### src/rtl/router_pkt_src.sv
// Packet source feeding router_top: emits {len,dest} header, an arithmetic payload
// sequence and an even-parity trailer, all under busy back-pressure.
module router_pkt_src #(
    parameter int GAP_CYCLES = 2
) (
    input  logic        clock,
    input  logic        resetn,
    input  logic        start,
    input  logic [1:0]  dest,
    input  logic [5:0]  len,
    input  logic [7:0]  pld_base,
    input  logic [7:0]  pld_step,
    input  logic        inj_err,
    input  logic        busy,
    output logic        pkt_valid,
    output logic [7:0]  data_out,
    output logic        ready,
    output logic        done,
    output logic        cfg_err,
    output logic [15:0] pkt_count
);

    typedef enum logic [2:0] {
        S_IDLE,
        S_HEADER,
        S_PAYLOAD,
        S_PARITY,
        S_GAP
    } state_t;

    localparam logic [3:0] GAP_LAST = (GAP_CYCLES == 0) ? 4'd0 : 4'(GAP_CYCLES - 1);

    state_t      r_state;
    logic [5:0]  r_len;
    logic [7:0]  r_step;
    logic [7:0]  r_acc;
    logic        r_inj;
    logic [7:0]  r_parity;
    logic [5:0]  r_index;
    logic [3:0]  r_gapCnt;
    logic        r_pktValid;
    logic [7:0]  r_data;
    logic        r_ready;
    logic        r_done;
    logic        r_cfgErr;
    logic [15:0] r_pktCount;

    logic        w_startLegal;
    logic        w_lastIdx;
    logic [7:0]  w_header;

    assign w_startLegal = (dest != 2'd3) && (len != 6'd0);
    assign w_lastIdx    = (r_index == (r_len - 6'd1));
    assign w_header     = {len, dest};

    // r_acc always holds the next payload byte, so the sequence needs only an adder
    always_ff @(posedge clock or negedge resetn) begin
        if (!resetn) begin
            r_state    <= S_IDLE;
            r_len      <= 6'd0;
            r_step     <= 8'd0;
            r_acc      <= 8'd0;
            r_inj      <= 1'b0;
            r_parity   <= 8'd0;
            r_index    <= 6'd0;
            r_gapCnt   <= 4'd0;
            r_pktValid <= 1'b0;
            r_data     <= 8'd0;
            r_ready    <= 1'b1;
            r_done     <= 1'b0;
            r_cfgErr   <= 1'b0;
            r_pktCount <= 16'd0;
        end else begin
            r_done   <= 1'b0;
            r_cfgErr <= 1'b0;
            case (r_state)
                S_IDLE: begin
                    if (start) begin
                        if (w_startLegal) begin
                            r_len      <= len;
                            r_step     <= pld_step;
                            r_acc      <= pld_base;
                            r_inj      <= inj_err;
                            r_data     <= w_header;
                            r_parity   <= w_header;
                            r_pktValid <= 1'b1;
                            r_ready    <= 1'b0;
                            r_state    <= S_HEADER;
                        end else begin
                            r_cfgErr <= 1'b1;
                        end
                    end
                end
                S_HEADER: begin
                    if (!busy) begin
                        r_data  <= r_acc;
                        r_acc   <= r_acc + r_step;
                        r_index <= 6'd0;
                        r_state <= S_PAYLOAD;
                    end
                end
                S_PAYLOAD: begin
                    if (!busy) begin
                        r_parity <= r_parity ^ r_data;
                        r_index  <= r_index + 6'd1;
                        if (w_lastIdx) begin
                            r_data     <= r_parity ^ r_data ^ {7'b0, r_inj};
                            r_pktValid <= 1'b0;
                            r_state    <= S_PARITY;
                        end else begin
                            r_data <= r_acc;
                            r_acc  <= r_acc + r_step;
                        end
                    end
                end
                S_PARITY: begin
                    if (!busy) begin
                        r_done     <= 1'b1;
                        r_pktCount <= r_pktCount + 16'd1;
                        r_data     <= 8'd0;
                        r_gapCnt   <= 4'd0;
                        if (GAP_CYCLES == 0) begin
                            r_ready <= 1'b1;
                            r_state <= S_IDLE;
                        end else begin
                            r_state <= S_GAP;
                        end
                    end
                end
                S_GAP: begin
                    if (r_gapCnt == GAP_LAST) begin
                        r_ready <= 1'b1;
                        r_state <= S_IDLE;
                    end else begin
                        r_gapCnt <= r_gapCnt + 4'd1;
                    end
                end
                default: begin
                    r_pktValid <= 1'b0;
                    r_data     <= 8'd0;
                    r_ready    <= 1'b1;
                    r_state    <= S_IDLE;
                end
            endcase
        end
    end

    assign pkt_valid = r_pktValid;
    assign data_out  = r_data;
    assign ready     = r_ready;
    assign done      = r_done;
    assign cfg_err   = r_cfgErr;
    assign pkt_count = r_pktCount;

endmodule

### config.mk
export PLATFORM = sky130hd
export DESIGN_NAME = router_pkt_src
export DESIGN_NICKNAME = d
export VERILOG_FILES = /design/src/rtl/router_pkt_src.sv
export SDC_FILE = /design/constraint.sdc
export NUM_CORES = 1
export LEC_CHECK = 0
export CAP_MARGIN = 10
export CORE_UTILIZATION = 30
export CTS_BUF_LIST = sky130_fd_sc_hd__clkbuf_16
export DETAILED_ROUTE_END_ITERATION = 7
export GPL_TIMING_DRIVEN = 0
export HOLD_SLACK_MARGIN = 0.15
export SLEW_MARGIN = 20
export SYNTH_ARGS = -nofsm -noshare
export SYNTH_HDL_FRONTEND = slang
export SYNTH_SLANG_ARGS = --single-unit
### constraint.sdc
create_clock -name clock -period 2.21 [get_ports clock]
set_input_delay 0.221 -clock clock [delete_from_list [all_inputs] [get_ports clock]]
set_output_delay 0.221 -clock clock [all_outputs]
set_load 0.02 [all_outputs]
==> impl_results.md <==
* Clock power frac at 16.0%
* Vias/cell at 4.99
* Reg2Reg Capture Point: r_acc[4]
* Total congestion overflow at 0
* Non-filler instance count after layout at 642
* DR DRC count at 0
* Rel. slew slack at 55.8%
* Worst Tran Pin Value at 0.657 ns
* Total GRT Usage at 16.3%
* Worst-case clock buffer depth at 2
* Pwr dens at 1530 nW/um^2
* Vias in the first global route at 3311
* Crit. End Element: flop
* Setup ws final at -0.219 ns
* CTS clk-pin slew, worst paths at 0.06 ns
* Worst Path Required at 2.43 ns
* Placer Congestion at 0.818
* Syn Inst Count at 388
* Logic pwr share at 53.7%
* Starting Density at 30.9%
* Data arrival, critical path at 2.65 ns
* P_sw at 3350 uW
* Diode count at 0
* Largest net degree at the start of global routing at 43
* Pleak at 0.00214 uW
* Die height at 116 um
* H-Tree Depth at 3
* Initial DRC count at 206
* Mapped cell area at 3910 sq um
* Worst VDD drop at 0.633 mV
* Die extent in x at 116 um
* DRT Pass-1 Iters at 4
* Die area at 13500 sq um
* Startpoint Class: flop
* #FFs+latches synth at 72
* Clk_skew at 0.00539 ns
* Final critical-path required period at 2.43 ns
* Synthesized area per cell at 10.1 sq um
* Share of cells above drive strength 1 at 14.9%
* Pre-CTS setup slack at -0.639 ns
* Final #Nets at 507
* Clock sink total at 72
* CTS tree: built
* Area share of the largest cell type after synthesis at 45.4%
* Setup TNS at -2.57 ns
* Hold Fails Final Rpt at 0
* Number of synthesized flops with an enable pin at 0
* Final setup viols at 18
* IO Count at 57
* Max Slew Vio Count at 0
* Synth area leader: dfrtp_1
* Sw Ratio at 42.6%
* Core Box Area at 12700 sq um
* Ys Warns at 0
* Final instance area at 5140 sq um
* P_int at 4510 uW
* MaxCap Viol Count at 0
* Drt total wl at 10200 um
* Status: finished, violations left
* Seq/Total Area, Yosys at 46.1%
* Top-count cell post-synth: dfrtp_1
* Final period util at 110%
* Worst reg-to-reg setup slack at -0.22 ns
* Number of CTS-inserted buffers at 9
* Core Rows at 41
* Initial antenna violation count at 0
* Fill cells at 1251
* # port buffers at 55
* Crit. Startpoint: r_len[1]
* Sequential share of power at 30.4%
* DR WL/cell at 15.8 um
* Worst Path Max Fanout at 5
* Syn nets at 430
* Worst skew pair latency at 0.34 ns
* R2R Path Start: r_len[1]
* Area Growth Syn to Fin at 31.4%
* Dpl hpwl at 7140 um
* DR vias at 3202
* Max Fclk at 0.412 GHz
* Hold EP: r_state[0]
* Async SR Flop Fraction at 100%
* Hold Path Class: primary input to flop
* Min-delay src: busy
* Placed cell count at 616
* Critical path class: flop to flop
* Antenna-violating nets left at 0
* Ys flop type: dfrtp_1
* Hold Path Cell Cnt at 3
* Most frequent cells after synthesis: dfrtp_1 (71), nor2_1 (35), nand2_1 (32), o21ai_0 (29), xnor2_1 (28)
* Placed cell area at 4700 sq um
* RSZ-0062 raised after global routing: yes
* Unique cell type count in the Yosys netlist at 53
* Root Buffer Master: clkbuf_16
* Top cells by area, synth: dfrtp_1 (45%), xnor2_1 (6.3%), mux2_2 (4.3%)
* Failing checks: setup timing
* Global-route wire length before repair at 16800 um
* Worst reg-to-reg path cell count at 6
-- how the worst max path moves through the flow --
| stage | end | slack, ns | depth (start not counted) |
|---|---|---|---|
| after floorplan | r_acc[4] | -0.12 | 6 |
| after global placement | r_step[3] | -1.68 | 1 |
| after detailed placement | r_acc[4] | -0.64 | 6 |
| after CTS | r_acc[4] | -0.26 | 6 |
| after global routing | r_acc[4] | -0.27 | 6 |
| final | r_acc[4] | -0.22 | 6 |
-- stage by stage --
stage | total power [uW] | hold WS [ns] | util (%)
floorplan | 5050 | -0.0746 | -
detailed placement | 6190 | 0.252 | 37.1
global route | 8460 | 0.405 | 40.6
global placement | 6040 | 0.462 | 36.9
CTS | 7820 | 0.342 | 40.2
finish | 7860 | 0.348 | 40.6
-- power groups by stage --
stage                     Clock (uW)  Combinational, uW  Sequential [uW]
final                           1260               4220             2390
after global routing            1340               4660             2460
after CTS                       1300               4150             2380
after detailed placement           0               3800             2390
after global placement             0               3670             2370
after floorplan                    0               2690             2370
-- cell usage in the layout (no fill, tap or decap), types with 10 or more instances in the layout --
| master | Yosys | layout |
|---|---|---|
| dfrtp_1 | 71 | 71 |
| clkdlybuf4s50_1 | 0 | 54 |
| nor2_1 | 35 | 35 |
| nand2_1 | 32 | 30 |
| xnor2_1 | 28 | 28 |
| o21ai_0 | 29 | 25 |
| a21oi_1 | 24 | 17 |
| inv_1 | 11 | 15 |
| xor2_1 | 15 | 15 |
| mux2_2 | 15 | 14 |
| nand4_1 | 14 | 14 |
| nand3_1 | 13 | 13 |
| ha_1 | 12 | 12 |
| buf_4 | 1 | 11 |
| nor3b_1 | 10 | 10 |
-- cell families after synthesis --
family / Yosys count / synth area share [%]
DFF: 72 / 46.1
and+or+nand+nor: 129 / 16.5
buffers and inverters: 26 / 3.32
muxes: 19 / 5.34
adders and majority gates: 13 / 4.35
AOI/OAI and AO/OA: 86 / 14.8
xor gates and xnor gates: 43 / 9.62
-- layout make-up --
type	count	area, sq um	area share (%)
buffer	13	88.8	1.73
clock buffer	9	225	4.38
clock inverter	7	26.3	0.511
inverter	12	45.0	0.876
multi-input combinational	290	2080	40.4
sequential	72	1800	35.1
tap	172	215	4.18
timing repair buffer	67	661	12.8
-- state kept, by name, summed over array words and instances (netlist names), 3 cells and up --
| name | flops |
|---|---|
| r_gapCnt | 4 |
| r_state | 3 |
| data_out | 8 |
| pkt_count | 16 |
| r_step | 8 |
| r_index | 6 |
| r_parity | 8 |
| r_acc | 8 |
| r_len | 6 |
-- metal layers --
metal  up-vias  share of wire (%)  global-route usage [%]
met1      1559                 46                    21.4
li1       1543                  -                       -
met4         0                2.0                    7.01
met3        16                5.1                    3.32
met5         -                  0                       0
met2        84                 47                    26.2
-- worst max-delay path, stage by stage, from the launching register on --
cell and delay, ns:
dfrtp_1 0.38, or3_4 0.39, or4_4 0.44, a2111oi_4 0.40, buf_6 0.17, a31o_4 0.21, mux2_4 0.32
-- what timing repair did --
| item | in CTS | in global routing |
|---|---|---|
| gates resized for setup | 20 | 13 |
| gates cloned | 1 | 0 |
| setup buffers | 7 | 2 |
| pin swaps | 6 | 11 |
| hold buffers | 1 | 0 |
| hold endpoints to repair | 40 | 0 |
| setup endpoints to repair | 44 | 28 |
(Power assumes the default switching activity.)
